<file path="config.mk">
export PLATFORM = sky130hd
export DESIGN_NAME = hazard_ctrl_flat
export DESIGN_NICKNAME = d
export VERILOG_FILES = /design/src/rtl/hazard_pkg.sv /design/src/rtl/hazard_ctrl_if.sv /design/src/rtl/hazard_ctrl_fwd_unit.sv /design/src/rtl/hazard_ctrl.sv /design/src/flat_wrapper.sv
export SDC_FILE = /design/constraint.sdc
export NUM_CORES = 1
export LEC_CHECK = 0
export CAP_MARGIN = 20
export CORE_UTILIZATION = 39
export DETAILED_ROUTE_END_ITERATION = 10
export HOLD_SLACK_MARGIN = 0.05
export PLACE_DENSITY_LB_ADDON = 0.25
export SLEW_MARGIN = 20
export SYNTH_ARGS = -nofsm -noshare
export SYNTH_HDL_FRONTEND = slang
export SYNTH_SLANG_ARGS = --single-unit
export TNS_END_PERCENT = 10
</file>
<file path="constraint.sdc">
create_clock -name clk -period 3 [get_ports clk]
set_clock_uncertainty 0.2 [all_clocks]
set_input_delay 0.45 -clock clk [delete_from_list [all_inputs] [get_ports clk]]
set_output_delay 0.45 -clock clk [all_outputs]
set_load 0.03 [all_outputs]
</file>
<file path="src/rtl/hazard_pkg.sv">
// Shared encodings for the pipeline hazard/trap controller: next-PC selects,
// forwarding sources, trap FSM states and the register-hit helper.
package hazard_pkg;

  localparam logic [2:0] PCSEL_PC4   = 3'd0;
  localparam logic [2:0] PCSEL_CONBA = 3'd1;
  localparam logic [2:0] PCSEL_JUMP  = 3'd2;
  localparam logic [2:0] PCSEL_JR    = 3'd3;
  localparam logic [2:0] PCSEL_ILLOP = 3'd4;
  localparam logic [2:0] PCSEL_XADR  = 3'd5;

  localparam logic [1:0] FWD_RF  = 2'd0;
  localparam logic [1:0] FWD_MEM = 2'd1;
  localparam logic [1:0] FWD_WB  = 2'd2;

  // Last SETTLE count value before a forced return to RUN (two SETTLE cycles).
  localparam logic [1:0] SETTLE_LAST = 2'd1;

  typedef enum logic [1:0] {
    ST_RUN    = 2'd0,
    ST_TRAP   = 2'd1,
    ST_SETTLE = 2'd2
  } trap_state_e;

  function automatic logic reg_hit(input logic regwr, input logic [4:0] waddr,
                                   input logic [4:0] src);
    return regwr && (waddr != 5'd0) && (waddr == src);
  endfunction

endpackage

</file>
<file path="src/rtl/hazard_ctrl_if.sv">
// Pipeline stage fields in, sequencing controls out. The slave modport is the
// controller's view; master is the pipeline's view.
interface hazard_ctrl_if;
  logic [4:0]  id_rs, id_rt;
  logic        id_use_rs, id_use_rt;
  logic        id_jump, id_jr, id_illegal;
  logic [31:0] id_pc_4;
  logic [4:0]  ex_rs, ex_rt;
  logic        ex_regwr, ex_memrd;
  logic [4:0]  ex_waddr;
  logic        ex_branch, ex_taken;
  logic        mem_regwr;
  logic [4:0]  mem_waddr;
  logic        wb_regwr;
  logic [4:0]  wb_waddr;
  logic        irq, pc_kernel;
  logic        pc_wr, if_id_wr, if_id_flush, id_ex_flush;
  logic [2:0]  pc_sel;
  logic [1:0]  fwd_a, fwd_b;
  logic [31:0] epc;
  logic        trap_busy;

  modport slave (
    input  id_rs, id_rt, id_use_rs, id_use_rt, id_jump, id_jr, id_illegal, id_pc_4,
    input  ex_rs, ex_rt, ex_regwr, ex_memrd, ex_waddr, ex_branch, ex_taken,
    input  mem_regwr, mem_waddr, wb_regwr, wb_waddr, irq, pc_kernel,
    output pc_wr, if_id_wr, if_id_flush, id_ex_flush, pc_sel, fwd_a, fwd_b, epc, trap_busy
  );

  modport master (
    output id_rs, id_rt, id_use_rs, id_use_rt, id_jump, id_jr, id_illegal, id_pc_4,
    output ex_rs, ex_rt, ex_regwr, ex_memrd, ex_waddr, ex_branch, ex_taken,
    output mem_regwr, mem_waddr, wb_regwr, wb_waddr, irq, pc_kernel,
    input  pc_wr, if_id_wr, if_id_flush, id_ex_flush, pc_sel, fwd_a, fwd_b, epc, trap_busy
  );
endinterface

</file>
<file path="src/rtl/hazard_ctrl_fwd_unit.sv">
// Pure EX operand forwarding compare; slot 0 is the rs operand, slot 1 is rt.
module fwd_unit
  import hazard_pkg::*;
(
  input  logic            mem_regwr,
  input  logic [4:0]      mem_waddr,
  input  logic            wb_regwr,
  input  logic [4:0]      wb_waddr,
  input  logic [1:0][4:0] ex_src,
  output logic [1:0][1:0] fwd_sel
);

  // The younger MEM result shadows an older WB write to the same register.
  generate
    for (genvar gi = 0; gi < 2; gi++) begin : g_op
      assign fwd_sel[gi] = reg_hit(mem_regwr, mem_waddr, ex_src[gi]) ? FWD_MEM :
                           reg_hit(wb_regwr,  wb_waddr,  ex_src[gi]) ? FWD_WB  : FWD_RF;
    end
  endgenerate

endmodule

</file>
<file path="src/rtl/hazard_ctrl.sv">
// Five-stage MIPS pipeline sequencer: stalls, flushes, next-PC select, forwarding
// and the interrupt/exception trap FSM. Define FORWARD_EN to enable EX forwarding.
module hazard_ctrl
  import hazard_pkg::*;
(
  input  logic         clk,
  input  logic         reset,
  hazard_ctrl_if.slave hz
);

`ifdef FORWARD_EN
  localparam bit FWD_ON = 1'b1;
`else
  localparam bit FWD_ON = 1'b0;
`endif

  trap_state_e     state_q, state_d;
  logic            irq_pend_q, irq_pend_d;
  logic [31:0]     epc_q, epc_d;
  logic [1:0]      cnt_q, cnt_d;
  logic [1:0][1:0] fwd_raw;

  logic ex_hit, mem_hit, wb_hit, jr_stall, stall, branch, trap_take, irq_take;
  logic pc_wr_c, if_id_wr_c, if_id_flush_c, id_ex_flush_c;
  logic [2:0] pc_sel_c;

  fwd_unit u_fwd (
    .mem_regwr (hz.mem_regwr),
    .mem_waddr (hz.mem_waddr),
    .wb_regwr  (hz.wb_regwr),
    .wb_waddr  (hz.wb_waddr),
    .ex_src    ({hz.ex_rt, hz.ex_rs}),
    .fwd_sel   (fwd_raw)
  );

  assign ex_hit  = (hz.id_use_rs && reg_hit(hz.ex_regwr, hz.ex_waddr, hz.id_rs)) ||
                   (hz.id_use_rt && reg_hit(hz.ex_regwr, hz.ex_waddr, hz.id_rt));
  assign mem_hit = (hz.id_use_rs && reg_hit(hz.mem_regwr, hz.mem_waddr, hz.id_rs)) ||
                   (hz.id_use_rt && reg_hit(hz.mem_regwr, hz.mem_waddr, hz.id_rt));
  assign wb_hit  = (hz.id_use_rs && reg_hit(hz.wb_regwr, hz.wb_waddr, hz.id_rs)) ||
                   (hz.id_use_rt && reg_hit(hz.wb_regwr, hz.wb_waddr, hz.id_rt));

  // jr resolves its target in ID, so no forwarding path reaches it.
  assign jr_stall = hz.id_jr && (reg_hit(hz.ex_regwr,  hz.ex_waddr,  hz.id_rs) ||
                                 reg_hit(hz.mem_regwr, hz.mem_waddr, hz.id_rs) ||
                                 reg_hit(hz.wb_regwr,  hz.wb_waddr,  hz.id_rs));
  assign stall = jr_stall || (FWD_ON ? (hz.ex_memrd && ex_hit) : (ex_hit || mem_hit || wb_hit));

  assign branch    = hz.ex_branch && hz.ex_taken;
  assign trap_take = (state_q == ST_RUN) && !branch &&
                     (hz.id_illegal || (irq_pend_q && !hz.pc_kernel));
  assign irq_take  = trap_take && !hz.id_illegal;

  always_comb begin
    pc_wr_c       = 1'b1;
    if_id_wr_c    = 1'b1;
    if_id_flush_c = 1'b0;
    id_ex_flush_c = 1'b0;
    pc_sel_c      = PCSEL_PC4;
    if (state_q != ST_TRAP) begin
      if (branch) begin
        pc_sel_c      = PCSEL_CONBA;
        if_id_flush_c = 1'b1;
        id_ex_flush_c = 1'b1;
      end else if (trap_take) begin
        pc_sel_c      = hz.id_illegal ? PCSEL_XADR : PCSEL_ILLOP;
        if_id_flush_c = 1'b1;
        id_ex_flush_c = 1'b1;
      end else if (stall) begin
        pc_wr_c       = 1'b0;
        if_id_wr_c    = 1'b0;
        id_ex_flush_c = 1'b1;
      end else if (hz.id_jump) begin
        pc_sel_c      = PCSEL_JUMP;
        if_id_flush_c = 1'b1;
      end else if (hz.id_jr) begin
        pc_sel_c      = PCSEL_JR;
        if_id_flush_c = 1'b1;
      end
    end
  end

  always_comb begin
    state_d    = state_q;
    cnt_d      = cnt_q;
    epc_d      = epc_q;
    irq_pend_d = irq_pend_q || (hz.irq && (state_q == ST_RUN));
    if (irq_take) irq_pend_d = 1'b0;
    case (state_q)
      ST_RUN: begin
        if (trap_take) begin
          state_d = ST_TRAP;
          epc_d   = hz.id_pc_4;
        end
      end
      ST_TRAP: begin
        state_d = ST_SETTLE;
        cnt_d   = 2'd0;
      end
      ST_SETTLE: begin
        cnt_d = cnt_q + 2'd1;
        if (hz.pc_kernel || (cnt_q == SETTLE_LAST)) state_d = ST_RUN;
      end
      default: state_d = ST_RUN;
    endcase
  end

  always_ff @(posedge clk or negedge reset) begin
    if (!reset) begin
      state_q    <= ST_RUN;
      irq_pend_q <= 1'b0;
      epc_q      <= 32'd0;
      cnt_q      <= 2'd0;
    end else begin
      state_q    <= state_d;
      irq_pend_q <= irq_pend_d;
      epc_q      <= epc_d;
      cnt_q      <= cnt_d;
    end
  end

  // Reset forces the idle control word straight from the pin, not through the flops.
  assign hz.pc_wr       = pc_wr_c || !reset;
  assign hz.if_id_wr    = if_id_wr_c || !reset;
  assign hz.if_id_flush = if_id_flush_c && reset;
  assign hz.id_ex_flush = id_ex_flush_c && reset;
  assign hz.pc_sel      = reset ? pc_sel_c : PCSEL_PC4;
  assign hz.fwd_a       = (reset && FWD_ON) ? fwd_raw[0] : FWD_RF;
  assign hz.fwd_b       = (reset && FWD_ON) ? fwd_raw[1] : FWD_RF;
  assign hz.epc         = epc_q;
  assign hz.trap_busy   = reset && (state_q != ST_RUN);

endmodule

</file>
<file path="src/flat_wrapper.sv">
// flat-port wrapper written by rule: the top's interface ports become plain ports
module hazard_ctrl_flat import hazard_pkg::*;
  (clk, reset, hz_id_rs, hz_id_rt, hz_id_use_rs, hz_id_use_rt, hz_id_jump, hz_id_jr, hz_id_illegal, hz_id_pc_4, hz_ex_rs, hz_ex_rt, hz_ex_regwr, hz_ex_memrd, hz_ex_waddr, hz_ex_branch, hz_ex_taken, hz_mem_regwr, hz_mem_waddr, hz_wb_regwr, hz_wb_waddr, hz_irq, hz_pc_kernel, hz_pc_wr, hz_if_id_wr, hz_if_id_flush, hz_id_ex_flush, hz_pc_sel, hz_fwd_a, hz_fwd_b, hz_epc, hz_trap_busy);
  hazard_ctrl_if hz_i ();
  input  logic clk;
  input  logic reset;
  input wire logic [$bits(hz_i.id_rs)-1:0] hz_id_rs;
  input wire logic [$bits(hz_i.id_rt)-1:0] hz_id_rt;
  input wire logic [$bits(hz_i.id_use_rs)-1:0] hz_id_use_rs;
  input wire logic [$bits(hz_i.id_use_rt)-1:0] hz_id_use_rt;
  input wire logic [$bits(hz_i.id_jump)-1:0] hz_id_jump;
  input wire logic [$bits(hz_i.id_jr)-1:0] hz_id_jr;
  input wire logic [$bits(hz_i.id_illegal)-1:0] hz_id_illegal;
  input wire logic [$bits(hz_i.id_pc_4)-1:0] hz_id_pc_4;
  input wire logic [$bits(hz_i.ex_rs)-1:0] hz_ex_rs;
  input wire logic [$bits(hz_i.ex_rt)-1:0] hz_ex_rt;
  input wire logic [$bits(hz_i.ex_regwr)-1:0] hz_ex_regwr;
  input wire logic [$bits(hz_i.ex_memrd)-1:0] hz_ex_memrd;
  input wire logic [$bits(hz_i.ex_waddr)-1:0] hz_ex_waddr;
  input wire logic [$bits(hz_i.ex_branch)-1:0] hz_ex_branch;
  input wire logic [$bits(hz_i.ex_taken)-1:0] hz_ex_taken;
  input wire logic [$bits(hz_i.mem_regwr)-1:0] hz_mem_regwr;
  input wire logic [$bits(hz_i.mem_waddr)-1:0] hz_mem_waddr;
  input wire logic [$bits(hz_i.wb_regwr)-1:0] hz_wb_regwr;
  input wire logic [$bits(hz_i.wb_waddr)-1:0] hz_wb_waddr;
  input wire logic [$bits(hz_i.irq)-1:0] hz_irq;
  input wire logic [$bits(hz_i.pc_kernel)-1:0] hz_pc_kernel;
  output wire logic [$bits(hz_i.pc_wr)-1:0] hz_pc_wr;
  output wire logic [$bits(hz_i.if_id_wr)-1:0] hz_if_id_wr;
  output wire logic [$bits(hz_i.if_id_flush)-1:0] hz_if_id_flush;
  output wire logic [$bits(hz_i.id_ex_flush)-1:0] hz_id_ex_flush;
  output wire logic [$bits(hz_i.pc_sel)-1:0] hz_pc_sel;
  output wire logic [$bits(hz_i.fwd_a)-1:0] hz_fwd_a;
  output wire logic [$bits(hz_i.fwd_b)-1:0] hz_fwd_b;
  output wire logic [$bits(hz_i.epc)-1:0] hz_epc;
  output wire logic [$bits(hz_i.trap_busy)-1:0] hz_trap_busy;
  assign hz_i.id_rs = hz_id_rs;
  assign hz_i.id_rt = hz_id_rt;
  assign hz_i.id_use_rs = hz_id_use_rs;
  assign hz_i.id_use_rt = hz_id_use_rt;
  assign hz_i.id_jump = hz_id_jump;
  assign hz_i.id_jr = hz_id_jr;
  assign hz_i.id_illegal = hz_id_illegal;
  assign hz_i.id_pc_4 = hz_id_pc_4;
  assign hz_i.ex_rs = hz_ex_rs;
  assign hz_i.ex_rt = hz_ex_rt;
  assign hz_i.ex_regwr = hz_ex_regwr;
  assign hz_i.ex_memrd = hz_ex_memrd;
  assign hz_i.ex_waddr = hz_ex_waddr;
  assign hz_i.ex_branch = hz_ex_branch;
  assign hz_i.ex_taken = hz_ex_taken;
  assign hz_i.mem_regwr = hz_mem_regwr;
  assign hz_i.mem_waddr = hz_mem_waddr;
  assign hz_i.wb_regwr = hz_wb_regwr;
  assign hz_i.wb_waddr = hz_wb_waddr;
  assign hz_i.irq = hz_irq;
  assign hz_i.pc_kernel = hz_pc_kernel;
  assign hz_pc_wr = hz_i.pc_wr;
  assign hz_if_id_wr = hz_i.if_id_wr;
  assign hz_if_id_flush = hz_i.if_id_flush;
  assign hz_id_ex_flush = hz_i.id_ex_flush;
  assign hz_pc_sel = hz_i.pc_sel;
  assign hz_fwd_a = hz_i.fwd_a;
  assign hz_fwd_b = hz_i.fwd_b;
  assign hz_epc = hz_i.epc;
  assign hz_trap_busy = hz_i.trap_busy;
  hazard_ctrl u_core (.clk(clk), .reset(reset), .hz(hz_i));
endmodule
</file>
==> impl_metrics.yaml, run 1 <==
critical_path:
  end_kind: "primary output"
  critPathKind: "input port to primary output"
  rr_worst_depth: 5
  setup.worst_path.start_class: "input port"
  reg2reg_to: "u_core.hz.epc[24]"
  cp.required_ns: 2.35
  path_max_fanout: 3
  reg2reg_slack_ns: 1.00
  critical_path_arrival_ns: 2.29
  regToRegStartpoint: "u_core.state_q[0]"
power:
  intPower_uw: 1790
  pwr-share-clk_pct: 13.0
  seq_power_share_pct: 28.8
  vdd_drop_max_mv: 0.545
  powerDensity_nw_per_um2: 863
  power_switching_uw: 1230
  swShare_pct: 40.7
  cellLeakagePower_uw: 0.00154
  p_comb_share_pct: 58.2
routing:
  vias: 1760
  wl_per_cell_um: 14.2
  drc: 0
  postRouteWirelength_um: 5310
  drt-met1-wl_um: 2220
  topRoutingLayerUsed: "met4"
  drt_pre_antenna_iters: 4
  via_per_inst: 4.72
  drtIter0Drc: 52
  wl_met3_um: 366
  wl_met2_um: 2680
  drtAntennaViolNets: 0
synthesis:
  synth-compound-area-share_pct: 5.19
  synth_xor_area_share_pct: 13.3
  synth_top_family_by_area: "multiplexers"
  syn-cell-area_um2: 1980
  synth-main-ff-cell: "dfrtp_1"
  muxShareOfSynthArea_pct: 18.2
  synth_simple_gate_area_share_pct: 10.4
  yosys_register_bits: 37
  yosysSeqAreaShare_pct: 46.8
  synthAdderAreaFrac_pct: 2.53
  syn_inst: 170
  yosys_warnings: 0
  synth_edf_count: 0
  ys_types: 29
  synth.avg_cell_area_um2: 11.6
  synthArstFlopShare_pct: 100
hold_path:
  whs_endpoint: "u_core.irq_pend_q"
  hold_depth: 2
  min_path_type: "flip-flop to flip-flop"
  worstHoldStart: "u_core.irq_pend_q"
global_routing:
  grt_pass1_wl_um: 8130
  grt_max_degree: 36
  grt_pass1_vias: 1791
  grt-ovfl-total: 0
  grt_usage_pct: 20.2
  antenna_found_initial: 0
sta:
  clock.fmax_mhz: 340
  setup_ws_ns: 0.0621
  setup_tns_ns: 0
  finalHoldViolations: 0
  drv_slew: 0
  fin_crit_ns: 2.94
  fin_crit_sh_pct: 97.9
  grt_setup_unrepaired: "true"
  report.final.setup_viol: 0
clock_network:
  clk_pin_slew_ns: 0.08
  root_buffer: "clkbuf_8"
  insertion_delay_ns: 0.29
  cts_buffer_depth: 2
  htreeDepth: 2
  clock_sinks: 37
  cts_buffers: 5
  cts_tree: "built"
placement:
  dp_slack_ns: -0.426
  io_buffers: 110
  place_inst: 361
  post-dp-hpwl_um: 4020
  place_congestion: 0.845
floorplan:
  io_pins: 126
  die_area_um2: 5360
  start_util_pct: 41.1
  fp-row-count: 25
  core_um2: 4820
  die_w_um: 73.2
  die_y_um: 73.2
finish:
  fin_util_pct: 72.8
  nNetsFinal: 391
  stdcell_count: 373
  syn_to_final_growth_pct: 77.2
  drive_gt1_share_pct: 30.4
  antennaDiodeCount: 0
outcome:
  status: "finished clean"
flow_run:
  max_cap_violations: 0
power groups by stage:
stage | logic (uW) | clock network, uW | registers, uW
6_report | 1760 | 394 | 870
5_1_grt | 1860 | 429 | 900
4_1_cts | 1760 | 407 | 872
3_5_place_dp | 1750 | 0 | 880
3_3_place_gp | 1730 | 0 | 864
2_1_floorplan | 564 | 0 | 1320
synth_stat cells (2+ instances only):
cell,n,share of area (%)
nor2b_1,3,0.95
xnor2_1,18,8.0
o21ai_0,7,1.8
xor2_1,12,5.3
or4_1,3,1.1
inv_1,5,0.95
nor2_1,5,0.95
buf_4,5,1.9
a21oi_1,3,0.76
o21ai_1,2,0.51
nand3_1,6,1.5
nor4_1,6,1.9
nand2_1,6,1.1
dfrtp_1,37,47
clkbuf_1,3,0.57
nand4_1,2,0.63
mux2_2,32,18
ha_1,4,2.5
sequential cells by signal, indices dropped and copies added, names as in the netlist:
signal             flops
u_core.cnt_q           2
u_core.state_q         2
u_core.irq_pend_q      1
u_core.hz.epc         32
per-stage QoR:
stage               power (uW)  hold WS (ns)  area, um^2
floorplan                 1880       -0.0456        1990
global placement          2590        0.0753        3260
detailed placement        2630        0.0743        3260
CTS                       3040         0.295        3400
global route              3190         0.317        3510
finish                    3020         0.297        3510
worst max-delay path, cell delays in order:
cell and delay, ns:
clkdlybuf4s50_1 0.55, xnor2_1 0.14, nand3_1 0.15, nor4_2 0.29, o31ai_1 0.10, nand2_1 0.11
buf_4 0.12, o21a_1 0.09, clkdlybuf4s15_2 0.29
per-layer routing:
| metal | vias to the layer above | GRT usage (%) |
|---|---|---|
| met3 | 6 | 6.91 |
| met4 | 0 | 5.88 |
| met1 | 827 | 24.4 |
| met5 | - | 0 |
| li1 | 861 | - |
| met2 | 66 | 34.0 |
worst max path at each step:
stage,from,end,slack (ns),depth (start not counted)
after global placement,hz_wb_waddr[3],hz_id_ex_flush,-0.40,8
after CTS,hz_ex_waddr[0],hz_pc_sel[1],0.009,9
after floorplan,hz_wb_waddr[0],hz_pc_sel[0],0.06,6
after detailed placement,hz_wb_waddr[3],hz_id_ex_flush,-0.43,8
after global routing,hz_wb_waddr[4],hz_pc_sel[1],-0.06,9
final,hz_id_rt[4],hz_id_ex_flush,0.06,9
layout make-up:
class,count,area [um^2]
Tap cell,67,83.8
Multi-Input combinational cell,123,1100
Fill cell,375,1310
Sequential cell,37,926
Clock buffer,7,96.3
Inverter,5,18.8
Timing Repair Buffer,133,1270
Clock inverter,1,8.76
cells by family (layout without fill, tap and decap cells):
| kind of cell | count (synthesis) | after routing |
|---|---|---|
| AOI/OAI and AO/OA | 17 | 17 |
| other | 1 | 4 |
| xor gates and xnor gates | 30 | 30 |
| muxes | 32 | 32 |
| buffers and inverters | 13 | 146 |
| adders and majority gates | 4 | 4 |
| DFF | 37 | 37 |
| and+or+nand+nor | 36 | 36 |
layout by cell type, fill, tap and decap left out, types with 4 or more instances in the layout:
cell	instances
buf_4	26
clkbuf_8	7
nand3_1	6
nor4_2	5
inv_1	5
conb_1	4
xnor2_1	18
xor2_1	10
ha_1	4
clkdlybuf4s50_1	80
mux2_2	32
nand2_1	6
dlymetal6s2s_1	13
nor2_1	4
o21ai_0	6
clkbuf_2	6
dfrtp_1	37
timing repair:
item	in CTS	in global routing
hold endpoints to repair	3	0
hold buffers	1	0
buffers inserted	0	3
pin swaps	11	16
gates resized for setup	22	45
setup endpoints to repair	6	6
No activity file was read; power rests on OpenSTA's default activity.
==> run 2: changes to the inputs <==
--- a/config.mk
+++ b/config.mk
@@ -8,6 +8,7 @@
 export CAP_MARGIN = 20
 export CORE_UTILIZATION = 39
 export DETAILED_ROUTE_END_ITERATION = 10
+export GPL_ROUTABILITY_DRIVEN = 0
 export HOLD_SLACK_MARGIN = 0.05
 export PLACE_DENSITY_LB_ADDON = 0.25
 export SLEW_MARGIN = 20
==> results of run 2 <==
The final DEF is identical to that of run 1; final timing and power are the same.
